--- config.mk ---
export PLATFORM = sky130hd
export DESIGN_NAME = lsu_ctrl
export DESIGN_NICKNAME = d
export VERILOG_FILES = /design/src/rtl/lsu_ctrl_pkg.sv /design/src/rtl/lsu_lane.sv /design/src/rtl/lsu_ctrl.sv
export SDC_FILE = /design/constraint.sdc
export NUM_CORES = 1
export LEC_CHECK = 0
export ABC_AREA = 1
export BUFFER_PORTS_ARGS = -buffer_cell sky130_fd_sc_hd__buf_2
export CAP_MARGIN = 20
export CORE_ASPECT_RATIO = 0.75
export CORE_MARGIN = 2
export CORE_UTILIZATION = 47
export DETAILED_ROUTE_END_ITERATION = 12
export PLACE_DENSITY = 0.78
export REMOVE_ABC_BUFFERS = 1
export SLEW_MARGIN = 25
export SYNTH_ARGS = -nofsm -noshare
export SYNTH_HDL_FRONTEND = slang
export SYNTH_HIERARCHICAL = 1
export SYNTH_SLANG_ARGS = --single-unit
--- constraint.sdc ---
create_clock -name clk -period 2.54 [get_ports clk]
set_input_delay 0.508 -clock clk [delete_from_list [all_inputs] [get_ports clk]]
set_output_delay 0.508 -clock clk [all_outputs]
set_load 0.05 [all_outputs]
--- src/rtl/lsu_ctrl_pkg.sv ---
// Shared encodings for the load/store unit: FSM states, funct3 op codes and
// result error codes.
package lsu_ctrl_pkg;

    typedef enum logic [1:0] {
        ST_IDLE = 2'd0,
        ST_REQ  = 2'd1,
        ST_WAIT = 2'd2,
        ST_RESP = 2'd3
    } state_t;

    localparam logic [2:0] OP_B  = 3'b000;
    localparam logic [2:0] OP_H  = 3'b001;
    localparam logic [2:0] OP_W  = 3'b010;
    localparam logic [2:0] OP_D  = 3'b011;
    localparam logic [2:0] OP_BU = 3'b100;
    localparam logic [2:0] OP_HU = 3'b101;
    localparam logic [2:0] OP_WU = 3'b110;
    localparam logic [2:0] OP_XX = 3'b111;

    localparam logic [1:0] ERR_OK       = 2'b00;
    localparam logic [1:0] ERR_MISALIGN = 2'b01;
    localparam logic [1:0] ERR_ILLEGAL  = 2'b10;
    localparam logic [1:0] ERR_BUS      = 2'b11;

    // Illegal wins over misaligned: an illegal op has no meaningful size.
    function automatic logic [1:0] precheck_err(input logic illegal, input logic misaligned);
        if (illegal)
            return ERR_ILLEGAL;
        else if (misaligned)
            return ERR_MISALIGN;
        else
            return ERR_OK;
    endfunction

endpackage

--- src/rtl/lsu_lane.sv ---
// Combinational byte-lane logic: byte mask, store data placement, load
// extraction with sign/zero extension, and op legality/alignment checks.
module lsu_lane
    import lsu_ctrl_pkg::*;
#(
    parameter  int DATA_W = 32,
    localparam int NB     = DATA_W / 8,
    localparam int OFF_W  = $clog2(NB)
) (
    input  logic [2:0]        op,
    input  logic              wen,
    input  logic [OFF_W-1:0]  offset,
    input  logic [DATA_W-1:0] wdata,
    input  logic [DATA_W-1:0] rdata,
    output logic [NB-1:0]     wmask,
    output logic [DATA_W-1:0] wdata_sh,
    output logic [DATA_W-1:0] rdata_ext,
    output logic              misaligned,
    output logic              illegal
);

    logic [NB-1:0]            size_mask;
    logic [OFF_W-1:0]         align_mask;
    logic [6:0]               ext_sh;
    logic [DATA_W-1:0]        rd_sh;
    logic [DATA_W-1:0]        rd_top;
    logic signed [DATA_W-1:0] rd_sext;

    always_comb begin
        size_mask  = NB'(8'h01);
        align_mask = '0;
        ext_sh     = 7'(DATA_W - 8);
        case (op[1:0])
            2'b00: begin
                size_mask  = NB'(8'h01);
                align_mask = '0;
                ext_sh     = 7'(DATA_W - 8);
            end
            2'b01: begin
                size_mask  = NB'(8'h03);
                align_mask = OFF_W'(1);
                ext_sh     = 7'(DATA_W - 16);
            end
            2'b10: begin
                size_mask  = NB'(8'h0F);
                align_mask = OFF_W'(3);
                ext_sh     = 7'(DATA_W - 32);
            end
            default: begin
                size_mask  = NB'(8'hFF);
                align_mask = OFF_W'(7);
                ext_sh     = 7'd0;
            end
        endcase
    end

    assign illegal    = (op == OP_XX) || (op[2] && wen) ||
                        ((DATA_W == 32) && ((op == OP_D) || (op == OP_WU)));
    assign misaligned = |(offset & align_mask);

    assign wmask    = size_mask << offset;
    assign wdata_sh = wdata << {offset, 3'b000};

    // Push the field to the top, then shift back down to extend it.
    assign rd_sh     = rdata >> {offset, 3'b000};
    assign rd_top    = rd_sh << ext_sh;
    assign rd_sext   = $signed(rd_top) >>> ext_sh;
    assign rdata_ext = op[2] ? (rd_top >> ext_sh) : rd_sext;

endmodule

--- src/rtl/lsu_ctrl.sv ---
// Load/store unit: accepts one op from the EXU, prechecks it, issues a single
// lane-aligned bus request, waits with a timeout and returns the result.
module lsu_ctrl
    import lsu_ctrl_pkg::*;
#(
    parameter int ADDR_W  = 32,
    parameter int DATA_W  = 32,
    parameter int TIMEOUT = 255
) (
    input  logic                clk,
    input  logic                rst,
    input  logic                in_valid,
    output logic                in_ready,
    input  logic                in_wen,
    input  logic [2:0]          in_op,
    input  logic [ADDR_W-1:0]   in_addr,
    input  logic [DATA_W-1:0]   in_wdata,
    output logic                out_valid,
    input  logic                out_ready,
    output logic [DATA_W-1:0]   out_rdata,
    output logic [1:0]          out_err,
    output logic                mem_req_valid,
    input  logic                mem_req_ready,
    output logic                mem_req_wen,
    output logic [ADDR_W-1:0]   mem_req_addr,
    output logic [DATA_W-1:0]   mem_req_wdata,
    output logic [DATA_W/8-1:0] mem_req_wmask,
    input  logic                mem_rsp_valid,
    input  logic [DATA_W-1:0]   mem_rsp_rdata,
    input  logic                mem_rsp_err,
    output logic [1:0]          dbg_state
);

    localparam int         NB       = DATA_W / 8;
    localparam int         OFF_W    = $clog2(NB);
    localparam logic [15:0] TMO_LAST = 16'(TIMEOUT - 1);

    state_t              state, state_nx;
    logic                r_wen;
    logic [2:0]          r_op;
    logic [ADDR_W-1:0]   r_addr;
    logic [DATA_W-1:0]   r_wdata;
    logic [DATA_W-1:0]   rdata_q;
    logic [1:0]          err_q;
    logic [15:0]         cnt;
    logic                timeout_hit;

    logic [2:0]          ln_op;
    logic                ln_wen;
    logic [OFF_W-1:0]    ln_off;
    logic [NB-1:0]       ln_wmask;
    logic [DATA_W-1:0]   ln_wdata;
    logic [DATA_W-1:0]   ln_rdata;
    logic                ln_misaligned;
    logic                ln_illegal;

    // The lane checks the incoming op while idle and the captured op afterwards.
    assign ln_op  = (state == ST_IDLE) ? in_op  : r_op;
    assign ln_wen = (state == ST_IDLE) ? in_wen : r_wen;
    assign ln_off = (state == ST_IDLE) ? in_addr[OFF_W-1:0] : r_addr[OFF_W-1:0];

    lsu_lane #(.DATA_W(DATA_W)) u_lane (
        .op         (ln_op),
        .wen        (ln_wen),
        .offset     (ln_off),
        .wdata      (r_wdata),
        .rdata      (mem_rsp_rdata),
        .wmask      (ln_wmask),
        .wdata_sh   (ln_wdata),
        .rdata_ext  (ln_rdata),
        .misaligned (ln_misaligned),
        .illegal    (ln_illegal)
    );

    assign timeout_hit = (cnt == TMO_LAST);

    always_ff @(posedge clk) begin
        if (rst)
            state <= ST_IDLE;
        else
            state <= state_nx;
    end

    // Handshakes: a transfer happens on a cycle where valid && ready are both
    // high; a valid side keeps its payload stable until that cycle.
    always_comb begin
        state_nx      = state;
        in_ready      = 1'b0;
        out_valid     = 1'b0;
        mem_req_valid = 1'b0;
        mem_req_wen   = 1'b0;
        mem_req_addr  = '0;
        mem_req_wdata = '0;
        mem_req_wmask = '0;
        case (state)
            ST_IDLE: begin
                in_ready = 1'b1;
                if (in_valid)
                    state_nx = (ln_illegal || ln_misaligned) ? ST_RESP : ST_REQ;
            end
            ST_REQ: begin
                mem_req_valid = 1'b1;
                mem_req_wen   = r_wen;
                mem_req_addr  = {r_addr[ADDR_W-1:OFF_W], {OFF_W{1'b0}}};
                mem_req_wdata = ln_wdata;
                mem_req_wmask = ln_wmask;
                if (mem_req_ready)
                    state_nx = ST_WAIT;
            end
            ST_WAIT: begin
                if (mem_rsp_valid || timeout_hit)
                    state_nx = ST_RESP;
            end
            ST_RESP: begin
                out_valid = 1'b1;
                if (out_ready)
                    state_nx = ST_IDLE;
            end
            default: state_nx = ST_IDLE;
        endcase
    end

    always_ff @(posedge clk) begin
        if (rst) begin
            r_wen   <= 1'b0;
            r_op    <= '0;
            r_addr  <= '0;
            r_wdata <= '0;
            rdata_q <= '0;
            err_q   <= ERR_OK;
            cnt     <= '0;
        end else begin
            case (state)
                ST_IDLE: begin
                    if (in_valid) begin
                        r_wen   <= in_wen;
                        r_op    <= in_op;
                        r_addr  <= in_addr;
                        r_wdata <= in_wdata;
                        rdata_q <= '0;
                        err_q   <= precheck_err(ln_illegal, ln_misaligned);
                    end
                end
                ST_REQ: begin
                    if (mem_req_ready)
                        cnt <= '0;
                end
                ST_WAIT: begin
                    cnt <= cnt + 16'd1;
                    // A response in the timeout cycle still wins.
                    if (mem_rsp_valid) begin
                        if (mem_rsp_err)
                            err_q <= ERR_BUS;
                        else if (!r_wen)
                            rdata_q <= ln_rdata;
                    end else if (timeout_hit) begin
                        err_q <= ERR_BUS;
                    end
                end
                default: ;
            endcase
        end
    end

    assign out_rdata = rdata_q;
    assign out_err   = err_q;
    assign dbg_state = state;

endmodule

==> results of run 1 <==
[power by group through the flow]
stage	combinational [W]	sequential [W]	clock (W)
floorplan	0.00375	0.00270	0
global placement	0.00549	0.00247	0
detailed placement	0.00555	0.00248	0
CTS	0.00617	0.00245	0.00274
global route	0.00735	0.00252	0.00282
finish	0.00680	0.00247	0.00271
[stage by stage]
| step | std cells | hold WS, ps | setup TNS (ps) |
|---|---|---|---|
| 2_1_floorplan | 1009 | 426 | -406970 |
| 3_3_place_gp | 1425 | 446 | 0 |
| 3_5_place_dp | 1425 | 449 | 0 |
| 4_1_cts | 1470 | 340 | -33.4 |
| 5_1_grt | 1479 | 362 | -2250 |
| 6_report | 1479 | 348 | -430 |
[logic make-up after synthesis]
| logic type | share of synthesized area |
|---|---|
| flip-flops | 0.362 |
| buffers and inverters | 0.125 |
| other | 0.000565 |
| AND/OR/NAND/NOR | 0.316 |
| adder cells (fa/ha/maj) | 0.0132 |
| AO/OA/AOI/OAI | 0.183 |
[registers in the layout (all words and copies together), names as in the netlist]
signal / cells
r_wen: 1
r_addr: 32
r_wdata: 32
dbg_state: 2
r_op: 3
cnt: 16
out_err: 2
out_rdata: 32
[layout by cell type (no fill, tap or decap), drive strengths merged, types with 5 or more instances in the layout]
cell type / count
a21oi: 86
a22oi: 13
buf: 260
bufinv: 5
clkbuf: 18
clkinv: 6
dfxtp: 120
ha: 7
inv: 136
nand2: 233
nand3: 51
nor2: 217
nor3: 6
o21ai: 117
o22ai: 8
or2: 7
[area by class of cell]
cell class / instances / area (sq um) / share of cell area
multi-input cells: 755 / 3620 / 0.390
flip-flops and latches: 120 / 2400 / 0.260
repair buffers: 262 / 1840 / 0.199
inverters: 135 / 519 / 0.0560
clock buffers: 18 / 439 / 0.0474
clock inverters: 14 / 223 / 0.0240
well taps: 175 / 219 / 0.0236
[cells in the mapped netlist (13+ instances only)]
master	instances
nand2_1	217
inv_1	131
nor2_1	214
a21oi_1	85
nand2_2	15
buf_2	14
dfxtp_1	120
o21ai_0	114
clkbuf_1	29
buf_1	13
nand3_1	50
a22oi_1	13
[worst paths after layout]
kind                 from               end  slack (ps)  depth (start not counted)
max reg2reg  dbg_state[0]     out_rdata[27]         130                         15
max          dbg_state[0]  mem_req_wdata[9]         -60                         11
min           in_addr[10]        r_addr[10]         350                          3
min reg2reg  out_rdata[7]      out_rdata[7]         460                          2
[critical path: stages, from the launching register on]
cell and delay (ps):
dfxtp_2 340, inv_4 40, ha_4 180, o21ai_4 270, buf_6 180, buf_6 130, nand2_1 50, o21ai_1 130
nor2_1 80, nand2_1 60, inv_1 40, buf_4 180
[routing by layer]
metal  routed length (microns)  vias up  global-route usage
met2                      9490      378               0.410
met5                         0        -                   0
met1                      8880     3469               0.355
li1                          -     3816                   -
met3                      2030       41              0.0549
met4                       466        0              0.0921
[repair_timing]
action                                  in CTS  in global routing
resized for setup                           92                 83
cloned                                       5                  1
hold buffers                                 0                  0
buffers inserted                             8                  9
hold endpoints to repair                     0                  0
endpoints found under the setup margin      44                 35
pin swaps                                    9                 25
==> run metrics, run 1 <==
min Tclk post-route=2600 ps; final WL=20.9 mm; drt first pass iters=7; WS Path Type=register to output pin; GR Overflow Total=0; Die Span Y=107 microns; LEAKAGE=4.75 nW; initial antenna violation count=0; first-pass GRT wire length=31.9 mm; register share of total power=0.206; crit path capture type=output pin; DR iter-0 viols=584; Die ar.=15100 sq um; outcome=finished, violations left; share of the synthesized area in the top cell type=0.362; Area contributors post-synth=dfxtp_1 36%, nand2_1 12%, nor2_1 12%; synthesized flop and latch total=120; Clock Tree Root=clkbuf_16; H-tree depth=4; skew final=10.9 ps; prevailing post-synth register cell=dfxtp_1; Initial Util=0.482; CP Data Required Time=2030 ps; Net Sw Frac=0.464; Worst Slack Setup Final=-63.9 ps; Final Util=0.674; post-route ant nets=0; vias in the first global route=6683; RSZ-0062 raised after global routing=yes; Site Rows=37; DRC=0; IO Count=215; Syn Inst Count=1076; clock share of power=0.226; number of port buffers=212; Final Setup Violations=14; pin count of the biggest net entering global routing=75; routed length per instance=14.1 microns; # diodes=0; Worst-path clk slew=60 ps; worst skew pair latency=410 ps; synthesized area=6630 sq um; WP data arrival=2100 ps; failing checks=negative setup slack; CTS Buf Count=17; fin. max-slew vios=0; CTS tree=yes; Design Area, Final=9270 sq um; distinct cell type count after synthesis=35; GRT Total Usage=0.260; Fill cells=1238; YS warnings=6; hpwl dp=13.3 mm; Max Root-Sink Buffers=2; Max Cap Violations=0; ys async rst share=0; Core Footprint=13700 sq um; final hold viol count=0; Least-Margin Pin Slew=664 ps; Min-Delay Path Class=primary input to register; IR drop worst, VDD=0.854 mV; Tcrit/Tclk final=1.03; Avg Cell Area, Syn=6.17 sq um; sequential area share after synthesis=0.362; Int Pwr=0.00643 W; pwr/cell area=1290 nW/um^2; highest clock rate=384 MHz; Die X=141 microns; Setup WS pre-CTS=70.8 ps; GP Congestion=0.862; crit start category=register; layout cells sized above 1=0.290; overall power=0.0120 W; crit path max fanout=5; vias per std cell=5.21; post-synth top area cell=dfxtp_1; Gate power share=0.568; clk sinks=120; Worst slew margin=0.557; placed cell area=7890 sq um; area grow syn2layout=39.7%; nets@finish=1405; vias after detailed routing=7704; Switch Pwr=0.00556 W; number of flops mapped to enable cells by yosys=0
Note: power is estimated with default switching activity, not from simulation.
==> run 2, diff against run 1 <==
CORE_UTILIZATION = 48   (was 47)
CTS_BUF_LIST = sky130_fd_sc_hd__clkbuf_8   (was default)
PLACE_DENSITY = 0.8   (was 0.78)
SYNTH_HIERARCHICAL = default   (was 1)
==> run 2 against run 1 <==
  * The run still ends with negative setup slack left
  * Critical path type unchanged
  * Critical endpoint is now mem_req_wdata[29]
  * Sequential share of layout area rose by 0.37 points
  * Synthesized cell count decreased by 5.9%
  * Routed wire length rose by 5.6%
  * Final area fell by 1.4%
  * Utilization is 2.5 points higher
  * First-iteration DRC count up 27%
==> run metrics, run 2 <==
H-tree depth=4 (unchanged); post-synth top area cell=dfxtp_1; LEAKAGE=4.47 nW (-5.9%); WL met1=9.38 mm (+5.6%); GRT Total Usage=0.279 (+0.0184); routed length per instance=15.5 microns (+9.7%); Gate power share=0.627 (+0.059); clock share of power=0.155 (-0.071); ys async rst share=0 (unchanged); DR iter-0 viols=739 (+27%); vias in the first global route=6599 (-1.3%); Net Sw Frac=0.501 (+0.0371); IR drop worst, VDD=0.642 mV (-25%); outcome=finished, violations left; sequential area share after synthesis=0.371 (+0.00867); Die Span Y=105 microns (-2.1%); crit path max fanout=7 (+2); Most common cell on crit path=inv_2; Hold WS=315 ps (-33.4 ps); Initial Util=0.496 (+0.0135); Clock Tree Root=clkbuf_8; hpwl dp=14.3 mm (+8.0%); overall power=0.0111 W (-7.4%); DR top layer=met5; initial antenna violation count=2 (+2); nets@finish=1354 (-3.6%); Max Root-Sink Buffers=2 (unchanged); CP max stage delay=320 ps (-20 ps); synthesized flop and latch total=120 (unchanged); crit start category=register; Die ar.=14500 sq um (-4.2%); Tcrit/Tclk final=1.02 (-0.00262); Critical path buffers and inverters=5 (unchanged); Switch Pwr=0.00556 W (about the same); GP Congestion=0.959 (+11%); CTS tree=yes; failing checks=negative setup slack; pwr/cell area=1210 nW/um^2 (-6.1%); skew final=9.47 ps (-1.45 ps); WP data arrival=2090 ps (about the same); Core Footprint=13100 sq um (-5.0%); vias per std cell=5.33 (+2.2%); Final Setup Violations=12 (-2); GR Overflow Total=0 (unchanged); CTS Buf Count=17 (unchanged); # diodes=0 (unchanged); number of port buffers=212 (unchanged); critical path cell sequence=inv_2 -> ha_4 -> inv_4 -> nand2_4 -> nand2_8 -> clkbuf_16 -> o21ai_2 -> inv_2 -> o22ai_2 -> buf_6; fin. max-slew vios=0 (unchanged); min Tclk post-route=2600 ps (-6.64 ps); final hold viol count=0 (unchanged); first-pass GRT wire length=32.9 mm (+3.4%); most frequent cells in the layout=209 x nand2_1, 176 x buf_2, 143 x nor2_1; synthesized area=6480 sq um (-2.3%); crit path capture type=output pin; register share of total power=0.217 (+0.011); post-route ant nets=0 (unchanged); number of flops mapped to enable cells by yosys=0 (unchanged); Syn Inst Count=1013 (-5.9%); IO Count=215 (unchanged); distinct cell type count after synthesis=40 (+14%); Fill cells=1079 (-13%); worst skew pair latency=440 ps (+30 ps); highest clock rate=385 MHz (+0.26%); Worst-path clk slew=80 ps (+20 ps); most common cell in the netlist=nand2_1; Worst Slack Setup Final=-57.2 ps (+6.64 ps); routed wl met2=10.1 mm (+6.5%); drt first pass iters=6 (-1); RSZ-0062 raised after global routing=yes; YS warnings=0 (-6); DR WL met3=2.05 mm (+1.1%); WS Path Type=register to output pin; Int Pwr=0.00554 W (-14%); clk sinks=120 (unchanged); layout cells sized above 1=0.321 (+0.0310); CP Data Required Time=2030 ps (about the same); Synth top cells by count=220 x nand2_1, 161 x nor2_1, 120 x dfxtp_1, 113 x inv_1, 113 x o21ai_0; cell at the slowest stage of the critical path=dfxtp_2; vias after detailed routing=7583 (-1.6%); DRC=0 (unchanged); prevailing post-synth register cell=dfxtp_1; Area contributors post-synth=dfxtp_1 37%, nand2_1 13%, nor2_1 9.3%; pin count of the biggest net entering global routing=63 (-16%); Min-Delay Path Class=primary input to register; leading cell type in the layout, fill and taps excluded=nand2_1; Die X=138 microns (-2.1%); share of the synthesized area in the top cell type=0.371 (+0.00867); area grow syn2layout=41.0%; Avg Cell Area, Syn=6.40 sq um (+3.7%); CP delay by family, top=buffers and inverters; Max Cap Violations=0 (unchanged); Site Rows=36 (-2.7%); final WL=22.0 mm (+5.6%)
==> run 2: cell count changes after synthesis, sizes merged, moves of 6 or more <==
cell    delta
o211ai     +7
a22oi     -11
a211oi    +10
nor2      -49
o21ai      +7
inv       -18
nand3      +8
buf       -10
a21oi      -6
nand4      +6
==> run 2: cells by family after synthesis <==
group | after synthesis | share of synthesized area
other | 1 | 0.000579
AO/OA/AOI/OAI | 236 | 0.198
flip-flops | 120 | 0.371
adder cells (fa/ha/maj) | 6 | 0.0116
buffers and inverters | 176 | 0.115
AND/OR/NAND/NOR | 474 | 0.305
==> run 2: power by group through the flow <==
stage | clock network (W) | logic (W) | registers [W]
final | 0.00172 | 0.00696 | 0.00241
after global routing | 0.00183 | 0.00749 | 0.00244
after CTS | 0.00174 | 0.00609 | 0.00239
after detailed placement | 0 | 0.00535 | 0.00243
after global placement | 0 | 0.00531 | 0.00241
after floorplan | 0 | 0.00355 | 0.00253
==> run 2: through the flow <==
step | std cells | setup TNS, ps | util | cell area (sq um) | setup WS (ps)
floorplan | 956 | -175250 | - | 6190 | -2240
global placement | 1377 | 0 | 0.597 | 7800 | 5.53
detailed placement | 1377 | -58.9 | 0.597 | 7800 | -58.9
CTS | 1416 | -482 | 0.662 | 8640 | -81.9
global route | 1424 | -2910 | 0.699 | 9140 | -186
finish | 1424 | -281 | 0.699 | 9140 | -57.2
==> run 2: layer usage <==
layer	vias to the layer above	global-route usage
met5	-	0
met4	4	0.0765
met3	50	0.0701
met2	395	0.436
met1	3424	0.384
li1	3710	-
==> run 2: layout make-up <==
cell class,count,area [sq um],share of cell area
Clock inverter,12,129,0.0141
Inverter,118,458,0.0501
Timing Repair Buffer,266,1920,0.210
Tap cell,171,214,0.0234
Clock buffer,19,262,0.0286
Multi-Input combinational cell,718,3750,0.410
Sequential cell,120,2400,0.263
==> run 2: worst reg2reg max path: stages, from the launching register on <==
cell,delay (ps)
dfxtp_2,320
inv_2,70
ha_4,230
inv_4,70
nand2_4,90
nand2_8,80
buf_12,150
buf_16,130
buf_4,120
buf_4,190
o211ai_1,390
nand2_1,100
a21oi_1,140
nand2_1,80
a21oi_1,110
==> run 2: final timing paths <==
kind / from / end / slack (ps) / depth (start not counted)
worst max-delay path: dbg_state[0] / mem_req_wdata[29] / -60 / 10
worst min-delay path: in_addr[8] / r_addr[8] / 310 / 3
worst max register to register: dbg_state[0] / out_rdata[12] / 200 / 14
worst min register to register: out_rdata[4] / out_rdata[4] / 460 / 2
==> run 2: what timing repair did <==
item,CTS,global route
pin swaps,7,17
hold buffers,0,0
cloned,3,2
resized for setup,115,109
endpoints found under the setup margin,36,36
buffers inserted,5,7
==> run 3, diff against run 2 <==
==> constraint.sdc (replaced) <==
create_clock -name clk -period 2.54 [get_ports clk]
set_input_delay 0 -clock clk [delete_from_list [all_inputs] [get_ports clk]]
set_output_delay 0 -clock clk [all_outputs]
set_load 0.05 [all_outputs]
==> run 3 against run 2 <==
  * The flow now finishes without violations
  * Worst setup slack better by 160 ps
  * Highest routed layer is now met4
  * Power decreased by 11%
  * Clock skew increased by 8.3 ps
  * Non-clock buffer count grew 59
  * Combinational power is 16% lower
  * Maximum frequency is 6.7% higher
  * Critical path type unchanged
==> run metrics, run 3 (same netlist as run 2, synthesis figures left out) <==
Max Root-Sink Buffers=2 (unchanged); LEAKAGE=4.52 nW (+1.1%); min Tclk post-route=2430 ps (-163 ps); vias in the first global route=7357 (+11%); Clock Tree Root=clkbuf_8; Tcrit/Tclk final=0.958 (-0.0642); Die Span Y=105 microns (unchanged); initial antenna violation count=0 (-2); CTS Buf Count=17 (unchanged); nets@finish=1414 (+4.4%); Die ar.=14500 sq um (unchanged); IR drop worst, VDD=0.678 mV (+5.6%); crit path capture type=output pin; # diodes=0 (unchanged); clk sinks=120 (unchanged); Core Footprint=13100 sq um (unchanged); Die X=138 microns (unchanged); IO Count=215 (unchanged); outcome=finished, final reports clean; Net Sw Frac=0.517 (+0.0164); vias per std cell=5.27 (-0.99%); Gate power share=0.589 (-0.038); Initial Util=0.496 (unchanged); CP max stage delay=350 ps (+30 ps); most frequent cells in the layout=218 x nand2_1, 196 x buf_2, 160 x nor2_1; pwr/cell area=1090 nW/um^2 (-10%); Max Cap Violations=0 (unchanged); Worst-path clk slew=70 ps (about the same); GP Congestion=0.956 (-0.34%); Worst slew margin=0.588; crit path max fanout=21 (+14); worst skew pair latency=450 ps (about the same); area grow syn2layout=40.3%; vias after detailed routing=7824 (+3.2%); leading cell type in the layout, fill and taps excluded=nand2_1; pin count of the biggest net entering global routing=68 (+7.9%); Hold WS=19.6 ps (-295 ps); GRT Total Usage=0.298 (+0.0195); Final Setup Violations=0 (-12); first-pass GRT wire length=35.3 mm (+7.2%); final WL=22.4 mm (+1.8%); routed length per instance=15.1 microns (-2.4%); highest clock rate=411 MHz (+6.7%); WS Path Type=register to output pin; CTS tree=yes; Least-Margin Pin Slew=618 ps; GR Overflow Total=0 (unchanged); final std cells w/o fill=1484 (+4.2%); CP Data Required Time=2540 ps (+510 ps); Int Pwr=0.00478 W (-14%); Site Rows=36 (unchanged); Final Util=0.696 (-0.00355); crit start category=register; final hold viol count=0 (unchanged); Min-Delay Path Class=primary input to register; post-route ant nets=0 (unchanged); hpwl dp=14.3 mm (about the same); clock share of power=0.168 (+0.013); skew final=17.8 ps (+8.28 ps); cell at the slowest stage of the critical path=dfxtp_2; DRC=0 (unchanged); WP data arrival=2430 ps (+340 ps); fin. max-slew vios=0 (unchanged); layout cells sized above 1=0.238 (-0.0832); H-tree depth=4 (unchanged); number of port buffers=212 (unchanged); Fin Setup TNS=0 ps (+281 ps); Inst Count DP=1362 (-1.1%); Most common cell on crit path=buf_4; drt first pass iters=5 (-1); DR iter-0 viols=688 (-6.9%); register share of total power=0.243 (+0.026); Switch Pwr=0.00512 W (-7.9%); critical path cell sequence=inv_2 -> ha_4 -> inv_4 -> nand2_4 -> nand2_8 -> buf_4 -> o21ai_0 -> inv_1 -> o22ai_1 -> buf_4
-- run 3: changes by cell type in the layout (fill, tap and decap cells not counted), moves of 7 or more --
cell / before / now
dlygate4sd3_1: 0 / 87
inv_1: 102 / 111
o21ai_0: 93 / 112
nand2_1: 209 / 218
buf_6: 36 / 1
buf_2: 176 / 196
nor2_4: 13 / 1
o21ai_4: 9 / 2
nor2_1: 143 / 160
buf_8: 7 / 0
-- run 3: final cells by class --
cell class | count | area [sq um]
clock buffers | 18 | 248
clock inverters | 13 | 124
fillers | 1093 | 3970
inverters | 118 | 445
multi-input cells | 719 | 3430
flip-flops and latches | 120 | 2400
well taps | 171 | 214
repair buffers | 325 | 2220
-- run 3: final timing paths --
path	startpoint	endpoint	slack [ps]	cells after the start
setup reg to reg	dbg_state[1]	out_rdata[5]	210	10
hold reg to reg	out_rdata[26]	out_rdata[26]	460	2
setup / recovery	dbg_state[1]	mem_req_wdata[26]	110	10
hold / removal	mem_rsp_rdata[24]	out_rdata[24]	20	5
-- run 3: routing by layer --
metal | vias up | GRT usage | share of wire
met5 | - | 0 | 0
met4 | 0 | 0.125 | 0.031
met3 | 68 | 0.0784 | 0.086
met2 | 411 | 0.480 | 0.46
met1 | 3517 | 0.381 | 0.42
li1 | 3828 | - | -
-- run 3: power groups by stage --
stage | Clock [W] | Sequential (W) | Combinational, W
global route | 0.00176 | 0.00244 | 0.00632
detailed placement | 0 | 0.00243 | 0.00523
finish | 0.00166 | 0.00241 | 0.00583
global placement | 0 | 0.00242 | 0.00518
floorplan | 0 | 0.00253 | 0.00355
CTS | 0.00167 | 0.00239 | 0.00552
-- run 3: what timing repair did --
action,CTS,global route
hold buffers,87,0
setup endpoints to repair,32,35
resized for setup,17,25
setup buffers,0,3
endpoints found under the hold margin,81,0
pin swaps,0,2
gates cloned,0,1
-- run 3: through the flow --
step	worst slack, ps	cell area (sq um)	total power [W]
after global placement	154	7690	0.00760
after CTS	-24.2	8980	0.00958
after floorplan	-1730	6190	0.00608
after detailed placement	134	7690	0.00766
after global routing	-40.0	9090	0.0105
final	106	9090	0.00990
-- run 3: worst max-delay path: cells and delay by family (launching register included) --
kind                       cells  cell delay [ps]
buffers and inverters          5              740
AOI/OAI and AO/OA              2              410
DFF                            1              350
and+or+nand+nor                2              260
adders and majority gates      1              220
